File: config.mk
export PLATFORM = sky130hd
export DESIGN_NAME = bit_serial_alu_ctrl
export DESIGN_NICKNAME = d
export VERILOG_FILES = /design/src/rtl/bit_serial_alu_ctrl.sv
export SDC_FILE = /design/constraint.sdc
export NUM_CORES = 1
export LEC_CHECK = 0
export CORE_ASPECT_RATIO = 1.25
export CORE_MARGIN = 4
export CORE_UTILIZATION = 52
export CTS_CLUSTER_DIAMETER = 30
export DETAILED_ROUTE_END_ITERATION = 6
export PLACE_DENSITY = 0.79
export SETUP_SLACK_MARGIN = 0.1
export SYNTH_ARGS = -nofsm -noshare
export SYNTH_HDL_FRONTEND = slang
export SYNTH_SLANG_ARGS = --single-unit
File: constraint.sdc
create_clock -name clk_i -period 2.07 [get_ports clk_i]
set_input_delay 0.414 -clock clk_i [delete_from_list [all_inputs] [get_ports clk_i]]
set_output_delay 0.414 -clock clk_i [all_outputs]
set_load 0.1 [all_outputs]
File: src/rtl/bit_serial_alu_ctrl.sv
// Bit-serial ALU sequencer: evaluates one WIDTH-bit operation on a single 1-bit
// ALU slice, LSB first, one bit per clock, then publishes result and flags.
module bit_serial_alu_ctrl #(
    parameter int unsigned WIDTH = 32,
    parameter int unsigned IDXW  = 6
) (
    input  logic             clk_i,
    input  logic             rst_i,
    input  logic             start_i,
    input  logic [3:0]       ctrl_i,
    input  logic [WIDTH-1:0] src1_i,
    input  logic [WIDTH-1:0] src2_i,
    output logic [WIDTH-1:0] result_o,
    output logic             zero_o,
    output logic             cout_o,
    output logic             overflow_o,
    output logic             busy_o,
    output logic             done_o
);

    typedef enum logic [1:0] {
        IDLE = 2'd0,
        RUN  = 2'd1,
        DONE = 2'd2
    } state_t;

    typedef enum logic [1:0] {
        CLS_LOGIC = 2'd0,
        CLS_ARITH = 2'd1,
        CLS_SLT   = 2'd2,
        CLS_UNSUP = 2'd3
    } op_class_t;

    localparam logic [IDXW-1:0] LAST_IDX = IDXW'(WIDTH - 1);

    localparam logic [3:0] CTRL_AND  = 4'b0000;
    localparam logic [3:0] CTRL_OR   = 4'b0001;
    localparam logic [3:0] CTRL_ADD  = 4'b0010;
    localparam logic [3:0] CTRL_SUB  = 4'b0110;
    localparam logic [3:0] CTRL_SLT  = 4'b0111;
    localparam logic [3:0] CTRL_NOR  = 4'b1100;
    localparam logic [3:0] CTRL_NAND = 4'b1101;

    localparam logic [1:0] SEL_AND  = 2'b00;
    localparam logic [1:0] SEL_OR   = 2'b01;
    localparam logic [1:0] SEL_ADD  = 2'b10;
    localparam logic [1:0] SEL_LESS = 2'b11;

    state_t           state_q, state_d;
    logic [IDXW-1:0]  idx_q, idx_d;
    logic             carry_q, carry_d;
    logic [3:0]       ctrl_q, ctrl_d;
    logic [WIDTH-1:0] a_q, a_d;
    logic [WIDTH-1:0] b_q, b_d;
    logic [WIDTH-1:0] res_q, res_d;
    logic [WIDTH-1:0] result_d;
    logic             zero_d;
    logic             cout_d;
    logic             overflow_d;
    logic             busy_d;
    logic             done_d;

    logic [1:0]       op_sel;
    op_class_t        op_class;
    logic             a_bit;
    logic             b_bit;
    logic             slice_sum;
    logic             slice_cout;
    logic             slice_res;
    logic [WIDTH-1:0] res_shift;
    logic             carry_in_msb;
    logic             sum_msb;
    logic             ovf;
    logic             slt_set;

    // Slice operation select and result-assembly class from the latched ctrl
    always_comb begin
        op_sel   = SEL_AND;
        op_class = CLS_UNSUP;
        case (ctrl_q)
            CTRL_AND, CTRL_NOR: begin
                op_sel   = SEL_AND;
                op_class = CLS_LOGIC;
            end
            CTRL_OR, CTRL_NAND: begin
                op_sel   = SEL_OR;
                op_class = CLS_LOGIC;
            end
            CTRL_ADD, CTRL_SUB: begin
                op_sel   = SEL_ADD;
                op_class = CLS_ARITH;
            end
            CTRL_SLT: begin
                op_sel   = SEL_ADD;
                op_class = CLS_SLT;
            end
            default: begin
                op_sel   = SEL_AND;
                op_class = CLS_UNSUP;
            end
        endcase
    end

    // Shared 1-bit ALU slice; operands are shifted so bit idx is always at [0]
    always_comb begin
        a_bit      = a_q[0] ^ ctrl_q[3];
        b_bit      = b_q[0] ^ ctrl_q[2];
        slice_sum  = a_bit ^ b_bit ^ carry_q;
        slice_cout = (a_bit & b_bit) | (a_bit & carry_q) | (b_bit & carry_q);
        case (op_sel)
            SEL_AND:  slice_res = a_bit & b_bit;
            SEL_OR:   slice_res = a_bit | b_bit;
            SEL_ADD:  slice_res = slice_sum;
            SEL_LESS: slice_res = 1'b0;
            default:  slice_res = 1'b0;
        endcase
    end

    always_comb begin
        res_shift    = {slice_res, res_q[WIDTH-1:1]};
        carry_in_msb = carry_q;
        sum_msb      = slice_sum;
        ovf          = slice_cout ^ carry_in_msb;
        slt_set      = sum_msb ^ ovf;
    end

    // Next-state and next-output logic
    always_comb begin
        state_d    = state_q;
        idx_d      = idx_q;
        carry_d    = carry_q;
        ctrl_d     = ctrl_q;
        a_d        = a_q;
        b_d        = b_q;
        res_d      = res_q;
        result_d   = result_o;
        zero_d     = zero_o;
        cout_d     = cout_o;
        overflow_d = overflow_o;
        busy_d     = busy_o;
        done_d     = 1'b0;

        case (state_q)
            IDLE: begin
                if (start_i) begin
                    ctrl_d  = ctrl_i;
                    a_d     = src1_i;
                    b_d     = src2_i;
                    idx_d   = '0;
                    carry_d = ctrl_i[2];
                    busy_d  = 1'b1;
                    state_d = RUN;
                end
            end
            RUN: begin
                res_d   = res_shift;
                a_d     = a_q >> 1;
                b_d     = b_q >> 1;
                carry_d = slice_cout;
                idx_d   = idx_q + IDXW'(1);
                if (idx_q == LAST_IDX) begin
                    idx_d   = '0;
                    done_d  = 1'b1;
                    state_d = DONE;
                    case (op_class)
                        CLS_LOGIC: begin
                            result_d   = res_shift;
                            cout_d     = 1'b0;
                            overflow_d = 1'b0;
                        end
                        CLS_ARITH: begin
                            result_d   = res_shift;
                            cout_d     = slice_cout;
                            overflow_d = ovf;
                        end
                        CLS_SLT: begin
                            result_d   = {{(WIDTH-1){1'b0}}, slt_set};
                            cout_d     = 1'b0;
                            overflow_d = 1'b0;
                        end
                        default: begin
                            result_d   = '0;
                            cout_d     = 1'b0;
                            overflow_d = 1'b0;
                        end
                    endcase
                    zero_d = (result_d == '0);
                end
            end
            DONE: begin
                busy_d  = 1'b0;
                state_d = IDLE;
            end
            default: begin
                busy_d  = 1'b0;
                state_d = IDLE;
            end
        endcase
    end

    always_ff @(posedge clk_i) begin
        if (rst_i) begin
            state_q    <= IDLE;
            idx_q      <= '0;
            carry_q    <= 1'b0;
            ctrl_q     <= '0;
            a_q        <= '0;
            b_q        <= '0;
            res_q      <= '0;
            result_o   <= '0;
            zero_o     <= 1'b0;
            cout_o     <= 1'b0;
            overflow_o <= 1'b0;
            busy_o     <= 1'b0;
            done_o     <= 1'b0;
        end else begin
            state_q    <= state_d;
            idx_q      <= idx_d;
            carry_q    <= carry_d;
            ctrl_q     <= ctrl_d;
            a_q        <= a_d;
            b_q        <= b_d;
            res_q      <= res_d;
            result_o   <= result_d;
            zero_o     <= zero_d;
            cout_o     <= cout_d;
            overflow_o <= overflow_d;
            busy_o     <= busy_d;
            done_o     <= done_d;
        end
    end

endmodule
======== Yosys cells after proc, flatten, opt, wreduce, memory -nomap -nowiden ========
Cells that the tools add are included.
word-level totals
  bits in registers ....................... 146
  input port bits ......................... 71
  output and inout port bits .............. 37
operators by class
  add/sub/neg operators ................... 1
  equality and inequality tests ........... 15
  mux-type cells .......................... 23
  bitwise logic cells ..................... 13
  reductions and logical operators ........ 17
operators by type and width
  kind                                            number
  one-hot mux 32 bit (2 select lines)             3
  two-way mux 32 bit                              4
  zero test 32 bit                                1
  two-way mux 6 bit                               2
  one-hot mux 6 bit (2 select lines)              1
  AND reduction 2 bit                             5
  == test 4 x 3 -> 1 bit (second input constant)  2
  == test 4 bit (second input constant)           2
  one-hot mux 2 bit (2 select lines)              2
  OR reduction 2 bit                              4
  adder 6 x 1 -> 6 bit (second input constant)    1
  == test 2 x 1 -> 1 bit (second input constant)  3
  == test 2 bit (second input constant)           3
  == test 6 x 5 -> 1 bit (second input constant)  1
  zero test 2 bit                                 3
  one-hot mux 2 bit (3 select lines)              1
  XOR 1 bit                                       6
  two-way mux 1 bit                               5
  == test 4 x 1 -> 1 bit (second input constant)  1
  == test 4 x 2 -> 1 bit (second input constant)  1
  zero test 4 bit                                 1
  two-way mux 2 bit                               2
  != test 2 bit (second input constant)           2
  one-hot mux 1 bit (2 select lines)              2
  7 further kinds                                 11

======== Depth between registers and ports, before layout ========
Gate-level depths: netlist of the first run.
  depth after elaboration ................. 10
  gate-level depth with buffers ........... 8
  gate-level depth less buffers ........... 7

======== Least setup slack after synthesis of the first run ========
Ideal clock, no wire load.
  path kind ............................... reg2reg
  from .................................... register ctrl_q[3]
  to ...................................... register zero_o
  library setup time ...................... 0.059 ns
  arrival time ............................ 1.713 ns
  data required time ...................... 2.011 ns
  setup slack ............................. 0.298 ns
  cell stages (with the launch flop) ...... 5
  clock period less this slack ............ 1.772 ns
  cell sequence ........................... dfxtp_1 > xor2_1 > fa_1 > a2111oi_4 > a31o_1
on the way
  word-level cells in the longest chain between the ends .. 10
RTL lines
  element                                                                         line  RTL
  start: declaration                                                              52    logic [3:0] ctrl_q, ctrl_d;
  start signal: assignment                                                        220   ctrl_q <= ctrl_d;
  parallel branches: the longest is 6 deep, another holds == test 4 x 3 -> 1 bit  n/a
  one-hot mux 32 bit (2 select lines) (*)                                         165   case (op_class)
  two-way mux 32 bit (*)                                                          161   if (idx_q == LAST_IDX) begin
  two-way mux 32 bit (*)                                                          143   case (state_q)
  zero test 32 bit (*)                                                            187   zero_d = (result_d == '0);
  end signal: assignment                                                          225   zero_o <= zero_d;
  end: declaration                                                                14    output logic zero_o,
Every way passes the cells marked *. The select of a mux whose other input is x is not followed.
A chain may end at the register's enable or synchronous reset.

======== Worst setup path in the final report of the first run ========
Ends and elaborated chain as after synthesis.

==> results of run 1 <==
[what timing repair did]
| action | 4_1_cts | 5_1_grt |
|---|---|---|
| endpoints found under the hold margin | 0 | 0 |
| endpoints found under the setup margin | 0 | 6 |
| gates resized for setup | 0 | 3 |
| buffers inserted | 0 | 2 |
[stage by stage]
step	std cells	util	hold slack (ns)	worst slack, ns	power (mW)
after floorplan	719	-	0.436	0.298	3.49
after global routing	951	0.680	0.495	0.142	6.73
after global placement	917	0.629	0.446	0.214	3.73
final	951	0.680	0.462	0.226	6.46
after CTS	949	0.677	0.460	0.140	6.51
after detailed placement	917	0.629	0.452	0.0912	3.77
[Yosys cell counts]
cell type,number,area (um^2)
nand2_1,190,713
dfxtp_1,145,2900
nor2_1,114,428
a311oi_1,62,543
a21oi_1,45,225
clkbuf_1,36,135
a22oi_1,33,248
buf_2,15,75.1
inv_1,7,26.3
nor4_1,7,43.8
buf_6,6,67.6
mux2i_1,5,50.1
nand3_1,5,25.0
buf_1,4,15.0
a211oi_1,3,22.5
ha_1,3,37.5
nand2b_1,3,18.8
nor3_1,3,15.0
o21ai_0,3,15.0
xor2_1,3,26.3
a211o_1,2,17.5
and3_1,2,12.5
fa_1,2,40.0
nand4_1,2,12.5
nor2b_1,2,12.5
o211a_1,2,20.0
o21a_1,2,15.0
or2_2,2,12.5
or3_1,2,12.5
a2111oi_4,1,27.5
a31o_1,1,8.76
and2_1,1,6.26
nand2b_4,1,13.8
nor3_4,1,16.3
nor3b_1,1,7.51
nor3b_2,1,12.5
o221a_2,1,11.3
o22ai_1,1,6.26
[critical path: stages, from the launching register on]
cell       delay (ns)
dfxtp_1          0.44
xor2_2           0.32
fa_1             0.55
a2111oi_4        0.32
a31o_1           0.17
[cell usage in the layout, fill, tap and decap left out, types with 2 or more instances in the layout]
master | Yosys | routed
clkbuf_16 | 0 | 17
inv_1 | 7 | 7
buf_12 | 0 | 6
clkdlybuf4s50_1 | 0 | 69
or3_1 | 2 | 2
a311oi_1 | 62 | 62
nand4_1 | 2 | 2
nor3_1 | 3 | 3
mux2i_1 | 5 | 5
clkinv_4 | 0 | 4
a21oi_1 | 45 | 45
or2_2 | 2 | 2
xor2_1 | 3 | 2
nand2_1 | 190 | 190
buf_4 | 0 | 51
nor4_1 | 7 | 7
nand2b_1 | 3 | 3
a22oi_1 | 33 | 33
o21ai_0 | 3 | 2
a211o_1 | 2 | 2
clkinv_2 | 0 | 2
nor2_1 | 114 | 113
clkinvlp_4 | 0 | 5
o211a_1 | 2 | 2
a211oi_1 | 3 | 3
and3_1 | 2 | 2
dfxtp_1 | 145 | 145
fa_1 | 2 | 2
ha_1 | 3 | 3
nand3_1 | 5 | 4
inv_6 | 0 | 3
o21a_1 | 2 | 2
[final timing paths]
path         cells past startpoint  startpoint  endpoint  slack [ns]
min                              2    res_q[1]  res_q[1]        0.46
max                              4   ctrl_q[3]    zero_o        0.23
min reg2reg                      2    res_q[1]  res_q[1]        0.46
max reg2reg                      4   ctrl_q[3]    zero_o        0.23
[final cells by class]
cell class,instances,share of cell area
clock buffers,18,0.0570
clock inverters,14,0.0144
inverters,7,0.00349
multi-input cells,506,0.359
flip-flops and latches,145,0.385
well taps,135,0.0224
repair buffers,126,0.158
[kinds of logic after synthesis]
kind of cell / after synthesis / synth area share
multiplexers: 5 / 0.00849
XOR/XNOR: 3 / 0.00446
flip-flops: 145 / 0.492
buffers and inverters: 68 / 0.0541
AO/OA/AOI/OAI: 156 / 0.197
AND/OR/NAND/NOR: 337 / 0.231
adder cells (fa/ha/maj): 5 / 0.0132
[state kept, by name (all words and copies together) (netlist names)]
register	flops
a_q	32
b_q	32
result_o	32
res_q	31
idx_q	6
ctrl_q	4
state_q	2
busy_o	1
carry_in_msb	1
cout_o	1
done_o	1
overflow_o	1
zero_o	1
[where the power goes]
| part | switching, mW | total, mW | internal [mW] |
|---|---|---|---|
| Clock | 1.21 | 2.75 | 1.54 |
| Sequential | 0.0815 | 3.00 | 2.92 |
| Combinational | 0.397 | 0.709 | 0.312 |
| Total | 1.68 | 6.46 | 4.78 |
[metal layers]
layer,routed length [um],vias to the layer above,global-route usage
li1,-,2653,-
met1,5950,2557,0.265
met2,7550,146,0.390
met3,773,19,0.0601
met4,158,0,0.0678
met5,0,-,0
==> summary.txt, run 1 <==
Outcome
  – Run status: finished, final reports clean

Yosys
  – Register area share after synthesis: 0.492
  – Unique masters post-synth: 38
  – Mapped Cells: around 720
  – Register bit total from synthesis: 145
  – YS warnings: 0
  – Post-Syn Area: slightly below 0.006 mm^2
  – Mapped Avg Cell Area: slightly above 8 um^2
  – Syn_nets: roughly 800

CTS
  – Clk buf depth: 2
  – Reg clk slew, reported paths: roughly 0.060 ns
  – Clk_lat worst skew: 0.42 ns
  – Clk sinks: ~150
  – Cts-stage hold buffer count: 0
  – CTS tree: done
  – Htree depth: 4
  – CTS Buf Count: 17
  – Clock Tree Root: clkbuf_16

Timing
  – Tcrit/Tclk final: 0.891
  – Final hold violations: 0
  – Setup TNS: 0 ns
  – Final setup viols: 0
  – Worst Tran Pin Value: 0.678 ns
  – Max frequency: roughly 540 MHz
  – Normalized max-slew margin: 0.548
  – Fin crit period: between 1.5 and 2 ns
  – RSZ-0062 raised after global routing: false
  – Clock skew: between 0.009 and 0.01 ns
  – Final Max Slew Viols: 0

Placed design
  – Detail Placement HPWL: approximately 9.4 mm
  – Area after DPL: between 0.006 and 0.007 mm^2
  – GP Congestion: 0.811
  – Port-buffer cells: around 110

Power
  – PD cells: about 860 mW/mm^2
  – Leak: 2.93 nW
  – IR drop worst, VDD: ~0.53 mV

Floorplan
  – DIE WIDTH: slightly above 100 um
  – Cell row count: 43
  – Die height: approximately 130 um
  – IO Pins: about 110
  – Die footprint: about 0.013 mm^2
  – Starting Density: 0.532
  – Core area: ~0.011 mm^2

Final layout
  – FF+latch area: slightly below 0.003 mm^2
  – Finished Cell Area: 0.00753 mm^2
  – Area Overhead vs Synth: 27.7%
  – FILL cells: around 870
  – Share of layout cells above drive strength 1: 0.121
  – Area occupied by multi-input gates: approximately 0.0027 mm^2
  – Fin nets: around 900
  – Inserted Diodes: 0

Worst setup path
  – Critical path arrival: between 2 and 2.5 ns
  – Critical path class: reg -> reg
  – Critical Path Source Type: register
  – CP endpoint kind: register
  – Worst-path maximum fanout: 6
  – Worst endpoint required time: between 2 and 2.5 ns

Global routing
  – Total Routing Usage GR: 0.224
  – Largest net degree at the start of global routing: slightly below 80
  – Initial antenna violation count: 0
  – Congestion Overflow GR: 0
  – First-pass GRT wire length: around 24 mm
  – Vias in the first global route: 5269

Detailed routing
  – DRT antenna net count: 0
  – Initial DRC Count: between 200 and 250
  – Vias: between 5000 and 6000
  – Via/cell ratio: about 5.7
  – Avg WL per Cell: 15.2 um
  – DRC viols: 0
  – Final wirelength: 14.4 mm
  – Pre-antenna DRT Iters: 5

Flow run
  – Maxcap violations: 0

Worst hold path
  – Hold Path Class: reg -> reg
No activity file was read; power rests on OpenSTA's default activity.
==> run 2, diff against run 1 <==
- SETUP_SLACK_MARGIN: 0.1 -> default
==> summary.txt, run 2 (synthesis results as in run 1) <==
Outcome
  – Run status: finished, final reports clean

Final layout
  – Most common cell after layout, fill and taps aside: nand2_1
  – Most frequent cells in the layout: 190 x nand2_1, 145 x dfxtp_1, 113 x nor2_1
  – Inserted Diodes: 0 (unchanged)
  – Finished Cell Area: 0.00751 mm^2 (-0.37%)
  – Fin nets: 877 (-0.23%)
  – Area Overhead vs Synth: 27.3%
  – Final cell count without fillers: 949 (-0.21%)
  – Core Util, Final: 0.677 (-0.00248)
  – Top flop regs: a_q (32), b_q (32), result_o (32)
  – Share of layout cells above drive strength 1: 0.117 (-0.00462)

Global routing
  – Met1 GRT Util: 0.265 (unchanged)
  – First-pass GRT wire length: 23.7 mm (unchanged)
  – Met2 GRT Util: 0.390 (unchanged)
  – Most used routing layer: met2
  – Largest net degree at the start of global routing: 77 (unchanged)
  – Vias in the first global route: 5269 (unchanged)
  – Initial antenna violation count: 0 (unchanged)
  – Met3 GRT Util: 0.0601 (unchanged)
  – Total Routing Usage GR: 0.224 (unchanged)
  – Congestion Overflow GR: 0 (unchanged)

Power
  – Seq pwr share: 0.465 (about the same)
  – Design Power: 6.46 mW (about the same)
  – Pint: 4.78 mW (about the same)
  – IR drop worst, VDD: 0.529 mV (+0.28%)
  – Sw frac: 0.261 (about the same)
  – Comb power frac: 0.110 (about the same)
  – PD cells: 861 mW/mm^2 (+0.39%)
  – Clk pwr share: 0.425 (about the same)
  – Psw: 1.69 mW (+0.11%)
  – Leak: 2.92 nW (-0.37%)

Worst setup path
  – FF-to-FF path depth: 4 (unchanged)
  – Slowest cell on the critical path: fa_1
  – Worst-path maximum fanout: 6 (unchanged)
  – Cells along the critical path: xor2_1, fa_1, a2111oi_4, a31o_1
  – CP endpoint kind: register
  – Worst endpoint required time: 2.43 ns (about the same)
  – Critical path arrival: 2.31 ns (+0.10 ns)
  – Critical Path Source Type: register
  – Levels on crit path: 4 (unchanged)
  – Crit path max-delay family: adder cells
  – Critical path class: reg -> reg
  – Critical Path Max Stage Delay: 0.57 ns (+0.02 ns)
  – Buf/Inv on CP: 0 (unchanged)

Timing
  – Clock skew: 0.00847 ns (-0.00146 ns)
  – Worst Tran Pin Value: 0.688 ns (+0.0106 ns)
  – Fin crit period: 1.95 ns (+0.106 ns)
  – RSZ-0062 raised after global routing: false
  – Normalized max-slew margin: 0.541 (-0.00705)
  – Final Max Slew Viols: 0 (unchanged)
  – Hold WS: 0.460 ns (-0.00246 ns)
  – Final setup viols: 0 (unchanged)
  – Max frequency: 513 MHz (-5.4%)
  – Setup TNS: 0 ns (unchanged)
  – Tcrit/Tclk final: 0.942 (+0.0511)
  – Final hold violations: 0 (unchanged)
  – Post-route setup slack: 0.120 ns (-0.106 ns)

CTS
  – Post-CTS resize count: 0 (unchanged)
  – Reg clk slew, reported paths: 0.06 ns (about the same)
  – CTS Buf Count: 17 (unchanged)
  – Clock Tree Root: clkbuf_16
  – CTS tree: done
  – Clk_lat worst skew: 0.42 ns (about the same)
  – Setup Fix Bufs, Post-CTS: 0 (unchanged)
  – Htree depth: 4 (unchanged)
  – Clk buf depth: 2 (unchanged)
  – Cts-stage hold buffer count: 0 (unchanged)
  – Clk sinks: 145 (unchanged)

Floorplan
  – DIE WIDTH: 103 um (unchanged)
  – Cell row count: 43 (unchanged)
  – Core area: 0.0111 mm^2 (unchanged)
  – IO Pins: 108 (unchanged)
  – Die footprint: 0.0131 mm^2 (unchanged)
  – Starting Density: 0.532 (unchanged)
  – Die height: 127 um (unchanged)

Detailed routing
  – Final wirelength: 14.4 mm (-0.41%)
  – Initial DRC Count: 263 (+8.2%)
  – DRC viols: 0 (unchanged)
  – Pre-antenna DRT Iters: 4 (-1)
  – Via/cell ratio: 5.62 (-0.57%)
  – DRT antenna net count: 0 (unchanged)
  – Vias: 5333 (-0.78%)
  – Avg WL per Cell: 15.1 um (-0.20%)

Placed design
  – GP Congestion: 0.811 (unchanged)
  – Port-buffer cells: 107 (unchanged)
  – Dpl cells: 917 (unchanged)
  – Area after DPL: 0.00697 mm^2 (unchanged)
  – DP Worst Slack: 0.0912 ns (unchanged)
  – Detail Placement HPWL: 9.44 mm (unchanged)

Worst hold path
  – Hold Path Class: reg -> reg
  – Hold Crit Depth: 2 (unchanged)

Flow run
  – Maxcap violations: 0 (unchanged)
run 2: changes by cell type in the layout (fill, tap and decap cells not counted):
cell	before	now
nand3_1	4	5
buf_4	51	49
nand3_2	1	0
o21ai_1	1	0
o21ai_0	2	3
xor2_2	1	0
xor2_1	2	3
run 2: tightest hold or removal path, cell delays in order, from the launching register on:
cell     delay (ns)
dfxtp_1        0.31
nand2_1        0.05
a21oi_1        0.05
run 2: path summary, 6_finish.rpt:
check / slack (ns) / end / startpoint
worst max-delay path: 0.12 / zero_o / ctrl_q[3]
worst min-delay path: 0.46 / res_q[1] / res_q[1]
worst max register to register: 0.12 / zero_o / ctrl_q[3]
worst min register to register: 0.46 / res_q[1] / res_q[1]
run 2: layer usage:
layer,wire length (um),up-vias,share of wire
met4,144,0,0.010
met1,6000,2544,0.42
met3,755,17,0.053
li1,-,2644,-
met2,7470,128,0.52
met5,0,-,0
run 2: final cells by class:
type	instances	area, um^2
clock buffers	18	429
clock inverters	14	109
fillers	865	3580
inverters	7	26.3
multi-input cells	506	2690
flip-flops and latches	145	2900
well taps	135	169
repair buffers	124	1180
run 2: power groups by stage:
| stage | clock (mW) | combinational (mW) | sequential, mW |
|---|---|---|---|
| after floorplan | 0 | 0.443 | 3.05 |
| after global placement | 0 | 0.679 | 3.05 |
| after detailed placement | 0 | 0.705 | 3.06 |
| after CTS | 2.80 | 0.712 | 3.00 |
| after global routing | 2.92 | 0.787 | 3.02 |
| final | 2.75 | 0.709 | 3.00 |
